==> config.mk <==
export PLATFORM = sky130hd
export DESIGN_NAME = mul_rr_arbiter
export DESIGN_NICKNAME = d
export VERILOG_FILES = /design/src/rtl/mul_rr_arbiter.sv
export SDC_FILE = /design/constraint.sdc
export NUM_CORES = 1
export LEC_CHECK = 0
export CAP_MARGIN = 20
export CORE_ASPECT_RATIO = 0.5
export CORE_MARGIN = 2
export CORE_UTILIZATION = 29
export CTS_CLUSTER_DIAMETER = 200
export CTS_CLUSTER_SIZE = 40
export DETAILED_ROUTE_END_ITERATION = 16
export PLACE_DENSITY_LB_ADDON = 0.15
export SLEW_MARGIN = 40
export SYNTH_ARGS = -nofsm -noshare
export SYNTH_HDL_FRONTEND = slang
export SYNTH_SLANG_ARGS = --single-unit
==> constraint.sdc <==
create_clock -name clk_i -period 6.35 [get_ports clk_i]
set_input_delay 1.27 -clock clk_i [delete_from_list [all_inputs] [get_ports clk_i]]
set_output_delay 1.27 -clock clk_i [all_outputs]
set_load 0.03 [all_outputs]
==> src/rtl/mul_rr_arbiter.sv <==
// Round-robin arbiter sharing one pipelined fixed-point multiplier among
// NUM_REQ requesters. A requester tag rides a shift pipeline matched to the
// multiplier latency so each result is strobed back to its issuer.
// Optional feature: define MUL_ARB_BURST_EN to add req_lock_i, which lets the
// granted requester keep priority for back-to-back grants.
module mul_rr_arbiter #(
    parameter int NUM_REQ   = 4,
    parameter int BITSIZE   = 14,
    parameter int FRAC_BITS = 7,
    parameter int MUL_LAT   = 1
) (
    input  logic                               clk_i,
    input  logic                               rst_ni,
    input  logic [NUM_REQ-1:0]                 req_i,
    input  logic [NUM_REQ*BITSIZE-1:0]         req_a_i,
    input  logic [NUM_REQ*BITSIZE-1:0]         req_b_i,
`ifdef MUL_ARB_BURST_EN
    input  logic [NUM_REQ-1:0]                 req_lock_i,
`endif
    output logic [NUM_REQ-1:0]                 gnt_o,
    output logic [BITSIZE-1:0]                 mul_a_o,
    output logic [BITSIZE-1:0]                 mul_b_o,
    output logic                               mul_start_o,
    input  logic [2*BITSIZE-FRAC_BITS-1:0]     mul_result_i,
    input  logic                               mul_valid_i,
    output logic [NUM_REQ-1:0]                 rsp_valid_o,
    output logic [2*BITSIZE-FRAC_BITS-1:0]     rsp_data_o,
    output logic                               busy_o,
    output logic                               err_o
);

    localparam int IDXW = $clog2(NUM_REQ);

    logic [IDXW-1:0]               ptr_q, ptr_d;
    logic                          gnt_any;
    logic [IDXW-1:0]               gnt_idx;
    logic [IDXW-1:0]               cand;
    logic [MUL_LAT-1:0]            vld_q, vld_d;
    logic [MUL_LAT-1:0][IDXW-1:0]  idx_q, idx_d;
    logic                          err_q, err_d;
    logic                          last_vld;
    logic [IDXW-1:0]               last_idx;

    // Search for the first asserted request starting at the pointer, wrapping.
    // The grant is suppressed while reset is held so outputs are quiet.
    always_comb begin
        gnt_any = 1'b0;
        gnt_idx = '0;
        cand    = '0;
        for (int k = 0; k < NUM_REQ; k++) begin
            cand = IDXW'((int'(ptr_q) + k) % NUM_REQ);
            if (!gnt_any && req_i[cand]) begin
                gnt_any = 1'b1;
                gnt_idx = cand;
            end
        end
        if (!rst_ni) begin
            gnt_any = 1'b0;
        end
    end

    // Grant vector and operand mux; operands read zero when nothing is granted.
    always_comb begin
        gnt_o       = '0;
        mul_a_o     = '0;
        mul_b_o     = '0;
        mul_start_o = gnt_any;
        for (int k = 0; k < NUM_REQ; k++) begin
            if (gnt_any && gnt_idx == IDXW'(k)) begin
                gnt_o[k] = 1'b1;
                mul_a_o  = req_a_i[k*BITSIZE +: BITSIZE];
                mul_b_o  = req_b_i[k*BITSIZE +: BITSIZE];
            end
        end
    end

    // Pointer moves past the winner; a locked burst pins it on the winner.
    always_comb begin
        ptr_d = ptr_q;
        if (gnt_any) begin
            if (gnt_idx == IDXW'(NUM_REQ-1)) begin
                ptr_d = '0;
            end else begin
                ptr_d = gnt_idx + 1'b1;
            end
`ifdef MUL_ARB_BURST_EN
            if (req_lock_i[gnt_idx]) begin
                ptr_d = gnt_idx;
            end
`endif
        end
    end

    // Tag shift pipeline (no stall) and sticky valid/tag disagreement flag.
    always_comb begin
        vld_d    = '0;
        idx_d    = '0;
        vld_d[0] = gnt_any;
        idx_d[0] = gnt_idx;
        for (int s = 1; s < MUL_LAT; s++) begin
            vld_d[s] = vld_q[s-1];
            idx_d[s] = idx_q[s-1];
        end
        last_vld = vld_q[MUL_LAT-1];
        last_idx = idx_q[MUL_LAT-1];
        err_d    = err_q | (mul_valid_i ^ last_vld);
    end

    // Response routing; a mismatch never produces a strobe.
    always_comb begin
        rsp_valid_o = '0;
        if (mul_valid_i && last_vld) begin
            rsp_valid_o = NUM_REQ'(1) << last_idx;
        end
        rsp_data_o = mul_result_i;
        busy_o     = |vld_q;
        err_o      = err_q;
    end

    // State registers; reset discards every in-flight tag.
    always_ff @(posedge clk_i or negedge rst_ni) begin
        if (!rst_ni) begin
            ptr_q <= '0;
            vld_q <= '0;
            idx_q <= '0;
            err_q <= 1'b0;
        end else begin
            ptr_q <= ptr_d;
            vld_q <= vld_d;
            idx_q <= idx_d;
            err_q <= err_d;
        end
    end

endmodule

# After elaboration in Yosys (flattened, before gate mapping)
# Cells that the tools add are included.
[word_totals]
ff_bits = 6
inputBits = 140
out_inout_bits = 60
[classes]
n_addsub = 4
order_cmp = 4
n_eq_ne = 3
n_shift = 1
muxes = 31
bitwise = 2
n_reduce_logical = 12
[ops]
columns = ["op", "n"]
rows = [
  ["two-way mux 14 bit", 8],
  ["two-way mux 1 bit", 13],
  ["< comparator 2 x 3 -> 1 bit, second input constant", 4],
  ["two-way mux 2 bit", 5],
  ["binary-select mux 1 bit (select 2 bit)", 4],
  ["logical AND 1 bit", 8],
  ["adder 2 x 1 -> 2 bit, second input constant", 2],
  ["adder 2 bit, second input constant", 2],
  ["== test 2 bit, second input constant", 2],
  ["two-way mux 4 bit", 1],
  ["left shift 1 x 2 -> 4 bit, first input constant", 1],
  ["logical NOT 1 bit", 3],
  ["== test 2 x 1 -> 1 bit, second input constant", 1],
  ["logical NOT 2 bit", 1],
  ["OR 1 bit", 1],
  ["bitwise XOR 1 bit", 1],
]

# Logic depth before layout (Yosys ltp)
# Gate-level depths: netlist of run 1.
[depth]
ltp_word = 18
mapped_depth = 10
mapped_depth_nobuf = 7

# Least setup slack after synthesis of run 1
# No wires, ideal clock.
[synth_path]
path_type = "in2out"
startpoint = "input port req_i[1]"
endpoint = "output port mul_a_o[0]"
arrival_time_ps = 3159
t_required_ps = 5080
slack_ps = 1921
stages = 9
n_path_buf = 2
cell_sequence = "a21bo_2 a221oi_2 inv_1 ha_1 inv_1 buf_2 buf_2 o221ai_1 a21oi_1"
[synth_between]
elab_chain_cells = 18
elab_cells_between_ends = 35
cone_classes = "eq/ne: 3; mux: 21; reduce/logical: 11"
[synth_lines]
columns = ["element", "line", "rtl"]
rows = [
  ["start: declaration", "14", "input logic [NUM_REQ-1:0] req_i,"],
  ["binary-select mux 1 bit (select 2 bit)", "52", "if (!gnt_any && req_i[cand]) begin"],
  ["two-way mux 1 bit (not written as such)", "52", ""],
  ["two-way mux 1 bit", "52", ""],
  ["logical NOT 1 bit", "52", ""],
  ["logical AND 1 bit", "52", ""],
  ["two-way mux 1 bit", "52", ""],
  ["logical NOT 1 bit", "52", ""],
  ["logical AND 1 bit", "52", ""],
  ["two-way mux 1 bit", "52", ""],
  ["logical NOT 1 bit", "52", ""],
  ["logical AND 1 bit", "52", ""],
  ["two-way mux 2 bit (*)", "52", ""],
  ["named net gnt_idx[0]", "36", "logic [IDXW-1:0] gnt_idx;"],
  ["logical NOT 2 bit", "69", "if (gnt_any && gnt_idx == IDXW'(k)) begin"],
  ["logical AND 1 bit", "69", ""],
  ["two-way mux 14 bit (3 in a row)", "69", ""],
  ["two-way mux 14 bit (*)", "69", ""],
  ["end: declaration", "21", "output logic [BITSIZE-1:0] mul_a_o,"],
]
# The timed path passes the listed nets; every way through them passes the cells marked *. The select of a mux whose other input is x is not followed.

# Worst setup path after layout of run 1
[layout_path]
startpoint = "input port req_i[1]"
endpoint = "output port mul_b_o[4]"
[layout_between]
elab_chain_cells = 18
elab_cells_between_ends = 35
cone_classes = "eq/ne: 3; mux: 21; reduce/logical: 11"
[layout_lines]
columns = ["element", "line", "rtl"]
rows = [
  ["binary-select mux 1 bit (select 2 bit)", "52", ""],
  ["two-way mux 1 bit (not written as such)", "52", ""],
  ["two-way mux 1 bit", "52", ""],
  ["logical NOT 1 bit", "52", ""],
  ["logical AND 1 bit", "52", ""],
  ["two-way mux 1 bit", "52", ""],
  ["logical NOT 1 bit", "52", ""],
  ["logical AND 1 bit", "52", ""],
  ["two-way mux 1 bit", "52", ""],
  ["logical NOT 1 bit", "52", ""],
  ["logical AND 1 bit", "52", ""],
  ["two-way mux 2 bit (*)", "52", ""],
  ["named net gnt_idx[0]", "36", ""],
  ["logical NOT 2 bit", "69", ""],
  ["logical AND 1 bit", "69", ""],
  ["two-way mux 14 bit (3 in a row)", "69", ""],
  ["two-way mux 14 bit (*)", "69", ""],
  ["end: declaration", "22", "output logic [BITSIZE-1:0] mul_b_o,"],
]
# Marks and branches as above.

==> results.py, run 1 <==
metrics = {
    "outcome": {
        "run_status": "complete, no violations",
    },
    "timing": {
        "fin_crit_ns": 5.67,
        "grt_setup_unrepaired": "no",
        "max_freq_mhz": 176,
        "finalHoldViolations": 0,
        "fin_worst_skew_ns": 0.000491,
        "layout_worst_path_cycle_share_pct": 89.3,
        "worst_slew_pin_slew_ns": 0.486,
        "final.setup.tns_ns": 0,
        "worst_slew_margin_pct": 67.6,
        "finalSetupViolCount": 0,
        "slew_viol_final": 0,
    },
    "clock_tree": {
        "clkLatencyLatePin_ns": 0.22,
        "root_buffer_cell": "sky130_fd_sc_hd__clkbuf_16",
        "tritoncts": "built",
        "cts.repair.resized": 0,
        "postCtsSetupBuffers": 0,
        "clkSinkCount": 6,
        "number_of_buffers_inserted_by_hold_repair_at_cts": 0,
        "htreeDepth": 1,
        "max-clock-path-buffers": 2,
        "cts-buffers-inserted": 3,
        "cts.clk_slew.worst_paths_ns": 0.03,
    },
    "synthesis": {
        "synth_async_sr_flop_share_pct": 100,
        "yosys_most_used_dff": "sky130_fd_sc_hd__dfrtp_1",
        "yosys_warnings": 0,
        "mapped_cell_area_sq_um": 1650,
        "synth_area_per_cell_sq_um": 7.27,
        "synth_cells": 227,
        "postSynthNetCount": 372,
        "ys_ff_latch": 6,
        "synthDistinctLibCells": 27,
        "synth_edf_count": 0,
        "synth_seq_area_share_pct": 9.10,
    },
    "power_and_ir_drop": {
        "post-layout-total-power_uw": 775,
        "power_report.internal_total_uw": 421,
        "power_frac_comb_pct": 79.8,
        "p_clk_share_pct": 12.9,
        "power.switching_uw": 354,
        "max_ir_drop_vdd_uv": 283,
        "leakagePower_uw": 0.00142,
        "power_switching_share_pct": 45.7,
        "power_frac_seq_pct": 7.3,
        "power-per-cell-area_nw_per_um2": 246,
    },
    "setup_path": {
        "setup.worst_path.end_class": "output port",
        "cp_max_fo": 29,
        "crit_path_cell_trace": "clkdlybuf4s50_1, a21bo_2, a221oi_2, inv_1, ha_1, buf_4, inv_1, buf_4, o221ai_1, a21oi_1, clkdlybuf4s50_1",
        "timing_worst_setup_path_type": "in -> out",
        "cp_slowest_stage_delay_ns": 0.68,
        "setup.worst_path.start_class": "primary input",
        "critical_path_required_ns": 5.08,
        "worstPathArrival_ns": 4.40,
        "crit_path_top_delay_cell": "sky130_fd_sc_hd__clkdlybuf4s50_1",
    },
    "die": {
        "die-area_sq_um": 6350,
        "io-pin-count": 200,
        "floorplan.rows": 19,
        "die-height_microns": 57.3,
        "core_area_sq_um": 5490,
        "start_util_pct": 30.1,
        "chipWidth_microns": 111,
    },
    "route": {
        "post_drt_via_cell_ratio": 5.09,
        "wire_per_inst_microns": 16.1,
        "wirelength_microns": 6790,
        "drt_pass1_iterations": 4,
        "detailedRoute.firstIterationViolations": 179,
        "drcViolationCount": 0,
        "ant_nets": 0,
        "routed-via-count": 2147,
    },
    "global_routing": {
        "grt_util_met2_pct": 38.3,
        "grt_pass1_wl_microns": 10500,
        "global_route.usage.total_pct": 19.9,
        "via_count_of_the_first_global_routing_pass": 2120,
        "met1_usage_pct": 24.0,
        "largest_net_degree_at_the_start_of_global_routing": 58,
        "grt_use_met3_pct": 3.93,
        "antenna_found_initial": 0,
        "grt.busiest_layer": "met2",
        "global_route.overflow_total": 0,
    },
    "layout": {
        "sequential_cell_area_sq_um": 150,
        "multi_input_comb_area_sq_um": 1190,
        "areaGrowthSynthToFinish_pct": 90.5,
        "design.final.nets": 496,
        "drive_above_1_share_pct": 6.59,
        "layout.filler_cells": 524,
        "insertedDiodeCount": 0,
    },
    "placement": {
        "place.port_buffers": 157,
        "routabilityCongestion": 0.807,
        "place_hpwl_microns": 5300,
    },
    "run": {
        "drv.max_cap_violation_count": 0,
    },
    "hold_path": {
        "min-delay-path-class": "reg -> reg",
    },
}
-- cell usage in the layout (no fill, tap or decap) --
cell type / instances
sky130_fd_sc_hd__clkbuf_16: 3
sky130_fd_sc_hd__nand2_1: 32
sky130_fd_sc_hd__and3_1: 1
sky130_fd_sc_hd__a22oi_1: 1
sky130_fd_sc_hd__mux2i_1: 1
sky130_fd_sc_hd__inv_1: 5
sky130_fd_sc_hd__nor3b_1: 2
sky130_fd_sc_hd__a221oi_2: 1
sky130_fd_sc_hd__clkdlybuf4s50_1: 151
sky130_fd_sc_hd__dfrtp_1: 6
sky130_fd_sc_hd__a21oi_1: 30
sky130_fd_sc_hd__o41ai_4: 1
sky130_fd_sc_hd__ha_1: 4
sky130_fd_sc_hd__o22a_1: 1
sky130_fd_sc_hd__a21o_1: 28
sky130_fd_sc_hd__inv_2: 1
sky130_fd_sc_hd__o21a_1: 1
sky130_fd_sc_hd__and2_1: 2
sky130_fd_sc_hd__and3b_1: 29
sky130_fd_sc_hd__o221ai_1: 28
sky130_fd_sc_hd__a21bo_2: 1
sky130_fd_sc_hd__nor2_1: 3
sky130_fd_sc_hd__o22ai_1: 1
sky130_fd_sc_hd__ha_2: 1
sky130_fd_sc_hd__or2_2: 1
sky130_fd_sc_hd__buf_4: 14
-- worst paths after layout --
check / slack, ns / end / cells after the start / startpoint
max: 0.68 / mul_b_o[4] / 11 / req_i[1]
min: 0.46 / err_o / 1 / err_o
max reg2reg: 4.73 / ptr_q[1] / 5 / ptr_q[1]
min reg2reg: 0.46 / err_o / 1 / err_o
max in group asynchronous: 4.73 / err_o / 1 / rst_ni
min in group asynchronous: 1.34 / ptr_q[0] / 1 / rst_ni
-- stage by stage --
stage               cells  worst slack [ns]  hold slack [ns]  area, sq um  utilization [%]
floorplan             227              1.92            0.569         1650                -
global placement      418             0.695            0.453         3060             55.7
detailed placement    419             0.685            0.454         3070             55.9
CTS                   422             0.687            0.461         3140             57.3
global route          422             0.494            0.490         3140             57.3
finish                422             0.681            0.456         3140             57.3
-- cell type report --
type / instances / area share (%)
Clock buffer: 3 / 2.39
Inverter: 6 / 0.716
Multi-Input combinational cell: 169 / 37.8
Sequential cell: 6 / 4.78
Tap cell: 73 / 2.90
Timing Repair Buffer: 165 / 51.4
-- power groups by stage --
stage	Sequential (uW)	Clock [uW]	Combinational, uW
4_1_cts	56.5	103	621
6_report	56.8	99.6	619
2_1_floorplan	51.6	0	424
5_1_grt	58.6	104	671
3_3_place_gp	55.9	0	612
3_5_place_dp	57.1	0	620
-- synth_stat cells (2+ instances only) --
cell type                  instances  area [sq um]
sky130_fd_sc_hd__a21oi_1          30           150
sky130_fd_sc_hd__buf_6             3          33.8
sky130_fd_sc_hd__dfrtp_1           6           150
sky130_fd_sc_hd__clkbuf_1          7          26.3
sky130_fd_sc_hd__and3b_1          29           254
sky130_fd_sc_hd__nor2_1            3          11.3
sky130_fd_sc_hd__inv_1             5          18.8
sky130_fd_sc_hd__ha_1              5          62.6
sky130_fd_sc_hd__and2_1            2          12.5
sky130_fd_sc_hd__nor3b_1           2          15.0
sky130_fd_sc_hd__a21o_1           28           210
sky130_fd_sc_hd__buf_4            21           158
sky130_fd_sc_hd__buf_2            14          70.1
sky130_fd_sc_hd__nand2_1          32           120
sky130_fd_sc_hd__o221ai_1         28           245
-- worst max-delay path: cells and delay by family --
kind | cells | cell delay, ns
buffers and inverters | 6 | 1.93
AO/OA/AOI/OAI | 4 | 0.96
adder cells (fa/ha/maj) | 1 | 0.21
-- registers in the layout (all words and copies together), names as in the netlist --
register,count
busy_o,1
ptr_q,2
idx_q,2
err_o,1
-- routing by layer --
| metal | vias to the layer above | wire length (microns) |
|---|---|---|
| li1 | 1070 | - |
| met1 | 1004 | 2770 |
| met2 | 69 | 3610 |
| met3 | 4 | 385 |
| met4 | 0 | 25 |
| met5 | - | 0 |
-- cell families after synthesis --
family	synth area share [%]
muxes	0.607
and+or+nand+nor	25.8
AOI/OAI and AO/OA	41.7
buffers and inverters	19.0
DFF	9.10
adders and majority gates	3.79
(Power assumes the default switching activity.)
==> run 2, diff against run 1 <==
--- a/config.mk
+++ b/config.mk
@@ -12,6 +12,7 @@
 export CTS_CLUSTER_DIAMETER = 200
 export CTS_CLUSTER_SIZE = 40
 export DETAILED_ROUTE_END_ITERATION = 16
+export MAX_ROUTING_LAYER = met4
 export PLACE_DENSITY_LB_ADDON = 0.15
 export SLEW_MARGIN = 40
 export SYNTH_ARGS = -nofsm -noshare
==> run 2 against run 1 <==
Compared with the run above: sequential cell count stayed put; non-clock buffer count unchanged; sequential share of layout area did not move; critical path depth did not move; power about the same; worst setup slack got worse by 0.0060 ns; largest cell class unchanged; final cell count stayed put; maximum frequency down 0.11%.
==> results.py, run 2 (same netlist as run 1, synthesis figures left out) <==
metrics = {
    "setup_path": {
        "crit_path_cell_trace": "clkdlybuf4s50_1, a21bo_2, a221oi_2, inv_1, ha_1, buf_4, inv_1, buf_4, o221ai_1, a21oi_1, clkdlybuf4s50_1",
        "timing_worst_setup_path_type": "in -> out",
        "critPathBufInv": 6,
        "critical-path-top-delay-family": "buffers and inverters",
        "cp_max_fo": 29,
        "crit_path_top_delay_cell": "sky130_fd_sc_hd__clkdlybuf4s50_1",
        "setup.worst_path.start_class": "primary input",
        "cp_slowest_stage_delay_ns": 0.68,
        "worstPathArrival_ns": 4.41,
        "setup.worst_path.end_class": "output port",
        "critical_path_required_ns": 5.08,
    },
    "timing": {
        "fin_crit_ns": 5.68,
        "layout_setup_ws_ns": 0.675,
        "max_freq_mhz": 176,
        "fin_worst_skew_ns": 0.000465,
        "worst_slew_margin_pct": 67.3,
        "finalHoldViolations": 0,
        "layout_worst_path_cycle_share_pct": 89.4,
        "worst_slew_pin_slew_ns": 0.491,
        "final.setup.tns_ns": 0,
        "slew_viol_final": 0,
        "grt_setup_unrepaired": "no",
        "finalSetupViolCount": 0,
    },
    "power_and_ir_drop": {
        "power_frac_comb_pct": 79.9,
        "p_clk_share_pct": 12.9,
        "power_switching_share_pct": 45.7,
        "power.switching_uw": 354,
        "post-layout-total-power_uw": 775,
        "power-per-cell-area_nw_per_um2": 247,
        "power_report.internal_total_uw": 421,
        "leakagePower_uw": 0.00142,
        "max_ir_drop_vdd_uv": 283,
        "power_frac_seq_pct": 7.3,
    },
    "route": {
        "wirelength_microns": 6800,
        "ant_nets": 0,
        "wire_per_inst_microns": 16.1,
        "post_drt_via_cell_ratio": 5.03,
        "drcViolationCount": 0,
        "detailedRoute.firstIterationViolations": 174,
        "routed-via-count": 2122,
        "drt_pass1_iterations": 4,
    },
    "global_routing": {
        "global_route.usage.total_pct": 20.6,
        "largest_net_degree_at_the_start_of_global_routing": 58,
        "antenna_found_initial": 0,
        "grt_pass1_wl_microns": 10500,
        "global_route.overflow_total": 0,
        "via_count_of_the_first_global_routing_pass": 2118,
    },
    "clock_tree": {
        "postCtsSetupBuffers": 0,
        "tritoncts": "built",
        "clkLatencyLatePin_ns": 0.22,
        "number_of_buffers_inserted_by_hold_repair_at_cts": 0,
        "cts.repair.resized": 0,
        "clkSinkCount": 6,
        "max-clock-path-buffers": 2,
        "cts.clk_slew.worst_paths_ns": 0.03,
        "root_buffer_cell": "sky130_fd_sc_hd__clkbuf_16",
        "cts-buffers-inserted": 3,
        "htreeDepth": 1,
    },
    "die": {
        "start_util_pct": 30.1,
        "chipWidth_microns": 111,
        "die-height_microns": 57.3,
        "floorplan.rows": 19,
        "core_area_sq_um": 5490,
        "die-area_sq_um": 6350,
        "io-pin-count": 200,
    },
    "placement": {
        "placement.cell_area_sq_um": 3070,
        "place.port_buffers": 157,
        "place_hpwl_microns": 5300,
        "dp_cells": 419,
        "routabilityCongestion": 0.819,
        "pre_cts_ws_ns": 0.685,
    },
    "layout": {
        "insertedDiodeCount": 0,
        "largest_registers": "idx_q (2), ptr_q (2)",
        "drive_above_1_share_pct": 6.59,
        "most_common_library_cell_in_the_layout_ignoring_fill_and_taps": "sky130_fd_sc_hd__clkdlybuf4s50_1",
        "most-common-layout-cells": "151 x sky130_fd_sc_hd__clkdlybuf4s50_1, 32 x sky130_fd_sc_hd__nand2_1, 30 x sky130_fd_sc_hd__a21oi_1",
        "finalInstanceArea_sq_um": 3140,
        "fin_cells": 422,
        "areaGrowthSynthToFinish_pct": 90.5,
        "layout.filler_cells": 524,
        "design.final.nets": 496,
    },
    "hold_path": {
        "min-delay-path-class": "reg -> reg",
    },
    "run": {
        "drv.max_cap_violation_count": 0,
    },
    "outcome": {
        "run_status": "complete, no violations",
    },
}
-- run 2: cell counts in the layout (fill, tap and decap cells not counted) --
No cell type changed its count.
-- run 2: worst paths after layout --
check	startpoint	end	slack (ns)	cells after the start
setup / recovery	req_i[1]	mul_a_o[2]	0.67	11
hold / removal	err_o	err_o	0.45	1
setup reg to reg	ptr_q[1]	ptr_q[1]	4.73	5
hold reg to reg	err_o	err_o	0.45	1
max in group asynchronous	rst_ni	idx_q[1]	4.74	1
min in group asynchronous	rst_ni	ptr_q[0]	1.34	1
-- run 2: metal layers --
metal / GRT usage (%) / up-vias / wire [microns]
li1: - / 1070 / -
met1: 24.6 / 977 / 2790
met2: 38.1 / 71 / 3630
met3: 3.51 / 4 / 362
met4: 2.32 / 0 / 25
met5: - / - / 0
-- run 2: layout make-up --
class,count,area (sq um),share of cell area (%)
Multi-Input combinational cell,169,1190,37.8
Sequential cell,6,150,4.78
Timing Repair Buffer,165,1620,51.4
Inverter,6,22.5,0.716
Clock buffer,3,75.1,2.39
Tap cell,73,91.3,2.90
-- run 2: power by group through the flow --
stage,registers [uW],clock network (uW),logic (uW)
floorplan,51.6,0,424
finish,56.4,99.7,619
global route,58.6,104,671
global placement,55.9,0,612
detailed placement,57.1,0,620
CTS,56.5,103,621
-- run 2: metrics by stage --
step / utilization, % / hold slack [ns]
6_report: 57.3 / 0.453
5_1_grt: 57.3 / 0.490
4_1_cts: 57.3 / 0.461
3_5_place_dp: 55.9 / 0.454
3_3_place_gp: 55.7 / 0.453
2_1_floorplan: - / 0.569
